==> src/rtl/gba_timer_array.sv <==
// GBA-style timer block: NUM_CH reloadable up-counters with per-channel prescaler,
// cascade chaining through the previous channel's overflow, and overflow/IRQ strobes.
module gba_timer_array #(
    parameter int  NUM_CH = 4,
    parameter int  CNT_W  = 16,
    localparam int CH_W   = (NUM_CH > 1) ? $clog2(NUM_CH) : 1
) (
    input  logic                      clock_16,
    input  logic                      reset,
    input  logic                      wr_en,
    input  logic [CH_W-1:0]           wr_ch,
    input  logic                      wr_sel,
    input  logic [CNT_W-1:0]          wr_data,
    output logic [NUM_CH*CNT_W-1:0]   count,
    output logic [NUM_CH*8-1:0]       ctrl,
    output logic [NUM_CH-1:0]         overflow,
    output logic [NUM_CH-1:0]         irq
);

    logic [CNT_W-1:0] cnt_q [NUM_CH];
    logic [CNT_W-1:0] cnt_d [NUM_CH];
    logic [CNT_W-1:0] rel_q [NUM_CH];
    logic [CNT_W-1:0] rel_d [NUM_CH];
    logic [7:0]       ctl_q [NUM_CH];
    logic [7:0]       ctl_d [NUM_CH];
    logic [9:0]       psc_q [NUM_CH];
    logic [9:0]       psc_d [NUM_CH];
    logic [NUM_CH-1:0] ovf_q, ovf_d, irq_q, irq_d;

    // The cascade chain is walked channel by channel inside one process so the
    // overflow of channel n-1 feeds channel n in the same cycle.
    always_comb begin : next_state
        logic             carry;
        logic             hit;
        logic             ctl_wr;
        logic             run;
        logic             casc;
        logic             start_edge;
        logic             stop;
        logic             tick;
        logic             wrap;
        logic [9:0]       div_m1;
        logic [CNT_W-1:0] rel_next;

        // NOTE: every variable gets a default before any conditional write, so no latches are inferred.
        cnt_d      = cnt_q;
        rel_d      = rel_q;
        ctl_d      = ctl_q;
        psc_d      = psc_q;
        ovf_d      = '0;
        irq_d      = '0;
        carry      = 1'b0;
        hit        = 1'b0;
        ctl_wr     = 1'b0;
        run        = 1'b0;
        casc       = 1'b0;
        start_edge = 1'b0;
        stop       = 1'b0;
        tick       = 1'b0;
        wrap       = 1'b0;
        div_m1     = '0;
        rel_next   = '0;

        for (int n = 0; n < NUM_CH; n++) begin
            hit        = wr_en && (int'(wr_ch) == n);
            ctl_wr     = hit && wr_sel;
            run        = ctl_q[n][7];
            casc       = (n != 0) && ctl_q[n][2];
            start_edge = ctl_wr && wr_data[7] && !run;
            stop       = ctl_wr && !wr_data[7];

            case (ctl_q[n][1:0])
                2'd0:    div_m1 = 10'd0;
                2'd1:    div_m1 = 10'd63;
                2'd2:    div_m1 = 10'd255;
                default: div_m1 = 10'd1023;
            endcase

            tick     = casc ? carry : (run && (psc_q[n] == div_m1));
            rel_next = (hit && !wr_sel) ? wr_data : rel_q[n];
            wrap     = run && tick && !stop && (cnt_q[n] == '1);

            rel_d[n] = rel_next;
            if (ctl_wr)
                ctl_d[n] = wr_data[7:0];

            // A stop write freezes the count on the very edge it lands.
            if (start_edge)
                cnt_d[n] = rel_q[n];
            else if (run && tick && !stop)
                cnt_d[n] = wrap ? rel_next : cnt_q[n] + CNT_W'(1);

            if (start_edge || (ctl_wr && run && (wr_data[1:0] != ctl_q[n][1:0])))
                psc_d[n] = '0;
            else if (run && !casc)
                psc_d[n] = (psc_q[n] == div_m1) ? '0 : psc_q[n] + 10'd1;

            ovf_d[n] = wrap;
            irq_d[n] = wrap && ctl_q[n][6];
            carry    = wrap;
        end
    end

    always_ff @(posedge clock_16 or negedge reset) begin
        if (!reset) begin
            // NOTE: the register arrays are architectural state that software reads back, so they are reset.
            cnt_q <= '{default: '0};
            rel_q <= '{default: '0};
            ctl_q <= '{default: '0};
            psc_q <= '{default: '0};
            ovf_q <= '0;
            irq_q <= '0;
        end else begin
            // NOTE: sequential state uses non-blocking assignments only.
            cnt_q <= cnt_d;
            rel_q <= rel_d;
            ctl_q <= ctl_d;
            psc_q <= psc_d;
            ovf_q <= ovf_d;
            irq_q <= irq_d;
        end
    end

    always_comb begin
        count = '0;
        ctrl  = '0;
        for (int n = 0; n < NUM_CH; n++) begin
            count[n*CNT_W +: CNT_W] = cnt_q[n];
            ctrl[n*8 +: 8]          = ctl_q[n];
        end
    end

    assign overflow = ovf_q;
    assign irq      = irq_q;

endmodule
==> config.mk <==
export PLATFORM = sky130hd
export DESIGN_NAME = gba_timer_array
export DESIGN_NICKNAME = d
export VERILOG_FILES = /design/src/rtl/gba_timer_array.sv
export SDC_FILE = /design/constraint.sdc
export NUM_CORES = 1
export LEC_CHECK = 0
export BUFFER_PORTS_ARGS = -buffer_cell sky130_fd_sc_hd__buf_2
export CORE_AREA = 5 5 135 137
export CTS_BUF_LIST = sky130_fd_sc_hd__clkbuf_8
export DETAILED_ROUTE_END_ITERATION = 8
export DIE_AREA = 0 0 140 142
export GPL_ROUTABILITY_DRIVEN = 0
export PLACE_DENSITY = 0.85
export SYNTH_ARGS = -nofsm -noshare
export SYNTH_HDL_FRONTEND = slang
export SYNTH_SLANG_ARGS = --single-unit
==> constraint.sdc <==
create_clock -name clock_16 -period 6.7 [get_ports clock_16]
set_clock_uncertainty 0.2 [all_clocks]
set_input_delay 0.67 -clock clock_16 [delete_from_list [all_inputs] [get_ports clock_16]]
set_output_delay 0.67 -clock clock_16 [all_outputs]
set_load 0.02 [all_outputs]
==> metrics.yaml, run 1 <==
clock_tree:
  cts_sinks: 208
  root_buffer: "clkbuf_8"
  clk_path_buf_depth: 3
  worstSkewPairLatency_ns: 0.52
  tritoncts: "yes"
  hold_buffers: 0
  clk_pin_slew_ns: 0.06
  postCtsSetupBuffers: 0
  cts-buffers-inserted: 36
  cts_resized: 0
  h-tree-depth: 2
yosys:
  synth_cells: 1103
  synth_edf_count: 0
  yosys.area.top_type_share_pct: 47.8
  async_reset_ff_share_pct: 100
  synthFlopType: "dfrtp_1"
  synth.most_common_cell: "dfrtp_1"
  mappedNetlistArea_mm2: 0.0109
  netlist_top_cells_area: "dfrtp_1 (48%), mux2_2 (8.7%), nand2_1 (5.1%)"
  avgSynthCellArea_um2: 9.88
  ys_seq_elements: 208
  yosysTopAreaCell: "dfrtp_1"
  yosysWarnings: 0
  synth.net_count: 1133
  ys_top_cells_by_count: "dfrtp_1 (208), nand2_1 (147), mux2_2 (84)"
  seq_area_frac_synth_pct: 47.8
  ys_types: 64
timing:
  worst_pin_slew_ns: 0.983
  finalSetupViolCount: 0
  rsz0062_at_grt: "no"
  maxSlewHeadroom_pct: 34.1
  hold_slack_ns: 0.0370
  drv_slew: 0
  setup_tns_ns: 0
  hold_viol: 0
  fin_crit_ns: 4.19
  fmax_ghz: 0.239
  timing.final.ws_setup_ns: 2.51
  min_period_over_period_pct: 62.5
pwr:
  power.total_mw: 4.11
  ir_drop_mv: 0.232
  p_int_mw: 2.60
  p_leak_nw: 5.80
  p_sw_mw: 1.52
  p_per_area_mw_per_mm2: 331
  power_frac_seq_pct: 45.9
  p_sw_share_pct: 36.8
  pwr-share-comb_pct: 27.1
  p_clk_share_pct: 27.0
worst_setup_path:
  critPathRequiredTime_ns: 6.91
  endpoint: "count[50]"
  cp.arrival_ns: 4.39
  r2r_slack_ns: 2.51
  cp_max_fo: 19
  crit-reg2reg-capture: "count[50]"
  r2r_start: "count[0]"
  cp-end-kind: "flip-flop"
  critPathLaunchType: "flip-flop"
  reg2reg_depth: 8
  critPathKind: "reg2reg"
  worstSetupStartpoint: "count[0]"
floorplan:
  row_count: 48
  die_area_mm2: 0.0199
  die_x_um: 140
  ios: 126
  core_area_mm2: 0.0169
  start_util_pct: 64.3
  die_h_um: 142
run:
  max_cap_violations: 0
drt:
  wire_per_inst_um: 19.7
  antenna_left: 0
  drc: 0
  dr.pass1.iters: 7
  num_vias: 9469
  wirelength_um: 29200
  via_per_inst: 6.39
  dr.first_iter.drc_count: 784
global_routing:
  grt_pass1_vias: 9117
  grtUsageTotal_pct: 28.8
  gr-usage-met1_pct: 39.2
  grt_pass1_wl_um: 46500
  gr-usage-met3_pct: 6.08
  antenna_found_initial: 1
  grt_max_degree: 107
  use_met2_pct: 45.3
  grt-busiest-layer: "met2"
  grt_overflow: 0
placement:
  dp_hpwl_um: 19500
  place_ws_ns: 2.56
  place_area_mm2: 0.0118
  port_buffers: 125
  dp.cells: 1422
min_path:
  hp-class: "in2async"
layout:
  final_util_pct: 73.4
  drive_above_1_share_pct: 22.6
  final_nets: 1265
  area_growth_pct: 14.1
  stdcell_count: 1482
  final_area_mm2: 0.0124
outcome:
  run_status: "finished, final reports clean"
-- state kept, by name, indices dropped and copies added, names as in the netlist --
signal / flops
count: 64
overflow: 4
ctrl: 32
rel_q: 64
psc_q: 40
irq: 4
-- worst min path at each step --
stage                           to  slack [ns]  cells past startpoint
after floorplan           count[0]        0.17                      0
after global placement     ctrl[2]        0.25                      2
after detailed placement   ctrl[4]        0.26                      2
after CTS                 psc_q[5]        0.07                      1
after global routing      psc_q[5]        0.11                      1
final                     psc_q[5]        0.04                      1
-- power by group through the flow --
stage | Clock [mW] | Sequential [mW] | Combinational, mW
after floorplan | 0 | 1.99 | 0.587
after global placement | 0 | 1.87 | 1.07
after detailed placement | 0 | 1.89 | 1.11
after CTS | 1.13 | 1.87 | 1.12
after global routing | 1.19 | 1.92 | 1.22
final | 1.11 | 1.89 | 1.12
-- cells by family after synthesis --
logic type / synth area share (%)
DFF: 47.8
and+or+nand+nor: 19.5
xor gates and xnor gates: 5.30
muxes: 9.87
adders and majority gates: 0.919
buffers and inverters: 2.18
AOI/OAI and AO/OA: 14.5
-- cells in the final DEF, fill, tap and decap left out, drive strengths merged, types with 25 or more instances in the layout --
cell type	Yosys	layout
dfrtp	208	208
nand2	147	147
buf	5	135
mux2	84	84
nor2	82	82
o21ai	63	63
nand3	48	48
clkbuf	37	46
a21oi	45	45
xor2	36	36
xnor2	30	30
nand4	28	28
inv	17	27
and2	25	25
-- worst max-delay path, stage by stage (launching register included) --
cell and delay (ns):
dfrtp_1 0.42, ha_1 0.22, nand3_1 0.20, nor4_2 0.64
nand2_1 0.39, or4_1 0.61, o211a_1 0.41, o31a_1 0.57
a221o_1 0.41
-- metal layers --
metal | vias to the layer above | part of all wire (%) | wire length [um]
met5 | - | 0 | 0
met2 | 431 | 47 | 13600
met1 | 4670 | 42 | 12200
li1 | 4286 | - | -
met3 | 82 | 8.0 | 2330
met4 | 0 | 3.7 | 1070
-- layout make-up --
cell class / count / area [um^2]
Antenna cell: 1 / 2.50
Inverter: 17 / 63.8
Sequential cell: 208 / 5200
Clock inverter: 14 / 61.3
Timing Repair Buffer: 136 / 717
Clock buffer: 45 / 619
Multi-Input combinational cell: 836 / 5480
Tap cell: 225 / 282
Fill cell: 1209 / 4500
Note: power is estimated with default switching activity, not from simulation.
==> inputs of run 2 (changes only) <==
--- a/config.mk
+++ b/config.mk
@@ -6,12 +6,12 @@
 export NUM_CORES = 1
 export LEC_CHECK = 0
 export BUFFER_PORTS_ARGS = -buffer_cell sky130_fd_sc_hd__buf_2
-export CORE_AREA = 5 5 135 137
+export CORE_AREA = 5 5 147 149
 export CTS_BUF_LIST = sky130_fd_sc_hd__clkbuf_8
 export DETAILED_ROUTE_END_ITERATION = 8
-export DIE_AREA = 0 0 140 142
+export DIE_AREA = 0 0 152 154
 export GPL_ROUTABILITY_DRIVEN = 0
-export PLACE_DENSITY = 0.85
+export PLACE_DENSITY = 0.76
 export SYNTH_ARGS = -nofsm -noshare
 export SYNTH_HDL_FRONTEND = slang
 export SYNTH_SLANG_ARGS = --single-unit
==> constraint.sdc (replaced) <==
create_clock -name clock_16 -period 3.7 [get_ports clock_16]
set_clock_uncertainty 0.2 [all_clocks]
set_input_delay 0.37 -clock clock_16 [delete_from_list [all_inputs] [get_ports clock_16]]
set_output_delay 0.37 -clock clock_16 [all_outputs]
set_load 0.02 [all_outputs]
==> run 2 against run 1 <==
Compared with the run above:
- flip-flop and latch count did not move
- clock power rose by 95%
- worst setup slack worse by 2.2 ns
- combinational power rose by 81%
- final area is 2.5% higher
- sequential share of layout area down 1.0 points
- largest power group unchanged
- via count shrank 1.8%
- power up 85%
- non-clock buffer count is 19 higher
- final cell count grew 4.9%
- wire length is 2.1% higher
- critical endpoint is now count[49]
- sequential power rose by 80%
==> metrics.yaml, run 2 (synthesis results as in run 1) <==
floorplan:
  ios: 126  # unchanged
  core_area_mm2: 0.0200  # +18%
  die_h_um: 154  # +8.5%
  die_area_mm2: 0.0234  # +18%
  start_util_pct: 54.4  # -10 points
  row_count: 52  # +8.3%
  die_x_um: 152  # +8.6%
clock_tree:
  hold_buffers: 2  # +2
  cts-buffers-inserted: 37  # +2.8%
  cts_resized: 0  # unchanged
  tritoncts: "yes"
  clk_pin_slew_ns: 0.06  # about the same
  h-tree-depth: 2  # unchanged
  root_buffer: "clkbuf_8"
  worstSkewPairLatency_ns: 0.53  # about the same
  clk_path_buf_depth: 3  # unchanged
  cts_sinks: 208  # unchanged
  postCtsSetupBuffers: 0  # unchanged
global_routing:
  gr-usage-met1_pct: 34.9  # -4.3 points
  grt-busiest-layer: "met2"
  grtUsageTotal_pct: 25.1  # -3.7 points
  grt_pass1_wl_um: 48600  # +4.4%
  gr-usage-met3_pct: 4.64  # -1.4 points
  grt_pass1_vias: 9036  # -0.89%
  grt_overflow: 0  # unchanged
  use_met2_pct: 40.0  # -5.3 points
  grt_max_degree: 109  # +1.9%
  antenna_found_initial: 0  # -1
layout:
  final_cell_mix: "dfrtp_1 (208), nand2_1 (147), buf_2 (124)"
  layout_commonest_cell: "dfrtp_1"
  stdcell_count: 1554  # +4.9%
  final_area_mm2: 0.0127  # +2.5%
  drive_above_1_share_pct: 23.9  # +1.3 points
  final_nets: 1285  # +1.6%
  area_growth_pct: 16.9
worst_setup_path:
  reg2reg_depth: 8  # unchanged
  r2r_slack_ns: 0.30  # -2.22 ns
  critPathKind: "reg2reg"
  critPathRequiredTime_ns: 3.90  # -3.01 ns
  crit-reg2reg-capture: "count[49]"
  critPathLaunchType: "flip-flop"
  cp-end-kind: "flip-flop"
  cp.arrival_ns: 3.61  # -0.78 ns
  cp_max_fo: 11  # -8
  r2r_start: "count[16]"
drt:
  dr.first_iter.drc_count: 685  # -13%
  num_vias: 9296  # -1.8%
  antenna_left: 0  # unchanged
  dr.pass1.iters: 5  # -2
  drc: 0  # unchanged
  wirelength_um: 29800  # +2.1%
  via_per_inst: 5.98  # -6.4%
  wire_per_inst_um: 19.2  # -2.6%
timing:
  rsz0062_at_grt: "no"
  hold_viol: 0  # unchanged
  setup_tns_ns: 0  # unchanged
  worst_pin_slew_ns: 1.14  # +0.158 ns
  finalSetupViolCount: 0  # unchanged
  fmax_ghz: 0.294  # +23%
  drv_slew: 0  # unchanged
  fin_crit_ns: 3.40  # -0.783 ns
  min_period_over_period_pct: 92.0  # +29 points
  maxSlewHeadroom_pct: 23.6  # -10 points
run:
  max_cap_violations: 0  # unchanged
pwr:
  power.total_mw: 7.60  # +85%
  power_frac_seq_pct: 44.9  # -1.0 points
  p_int_mw: 4.83  # +86%
  p_sw_share_pct: 36.4  # -0.41 points
  pwr-share-comb_pct: 26.7  # -0.4 points
  p_leak_nw: 5.95  # +2.5%
  p_clk_share_pct: 28.5  # +1.5 points
  p_per_area_mw_per_mm2: 597  # +80%
  p_sw_mw: 2.77  # +83%
  ir_drop_mv: 0.336  # +45%
placement:
  place_area_mm2: 0.0120  # +1.7%
  dp_hpwl_um: 20400  # +4.5%
  dp.cells: 1484  # +4.4%
  port_buffers: 125  # unchanged
min_path:
  worstHoldStart: "wr_data[3]"
  min_to: "ctrl[3]"
  hp-class: "in2reg"
  hold_path_depth: 3
outcome:
  run_status: "finished, final reports clean"
run 2: changes by cell type in the layout (fill, tap and decap cells not counted), moves of 2 or more:
cell,delta
buf_4,+15
buf_12,+2
clkbuf_8,+5
clkinv_2,+2
dlygate4sd3_1,+2
run 2: worst max-delay path, stage by stage, from the launching register on:
cell     delay [ns]
dfrtp_1        0.45
ha_1           0.27
nand3_1        0.17
nor4_1         0.34
nand4_1        0.25
or4_1          0.53
o211a_1        0.19
o31a_1         0.47
a221o_1        0.41
run 2: layout make-up:
class	instances	area, um^2
Antenna cell	1	2.50
Clock buffer	50	688
Clock inverter	17	73.8
Fill cell	1679	7300
Inverter	17	63.8
Multi-Input combinational cell	836	5480
Sequential cell	208	5200
Tap cell	270	338
Timing Repair Buffer	155	890
run 2: worst max-delay path by stage:
stage	to	from	cells after the start
final	count[49]	count[16]	8
after global routing	count[55]	count[16]	8
after detailed placement	count[52]	psc_q[38]	7
after global placement	count[62]	psc_q[38]	7
after CTS	count[63]	psc_q[38]	7
after floorplan	count[49]	count[0]	10
run 2: power by group through the flow:
stage	sequential (mW)	combinational, mW	clock (mW)
after detailed placement	3.42	2.03	0
after global routing	3.49	2.24	2.30
final	3.41	2.03	2.16
after global placement	3.39	1.97	0
after CTS	3.39	2.04	2.20
after floorplan	3.61	1.06	0
run 2: metrics by stage:
stage | utilization, % | setup slack, ns | hold slack (ns)
6_report | 63.6 | 0.296 | 0.0572
5_1_grt | 63.6 | 0.195 | 0.0361
4_1_cts | 63.6 | 0.370 | 0.0295
3_5_place_dp | 59.7 | 0.374 | 0.262
3_3_place_gp | 59.7 | 0.439 | 0.257
2_1_floorplan | - | 0.327 | -0.126
run 2: routing by layer:
layer	vias to the layer above	part of all wire, %	wire length, um
met1	4565	44	13000
li1	4338	-	-
met5	-	0	0
met2	328	47	14100
met3	65	6.1	1830
met4	0	2.9	879
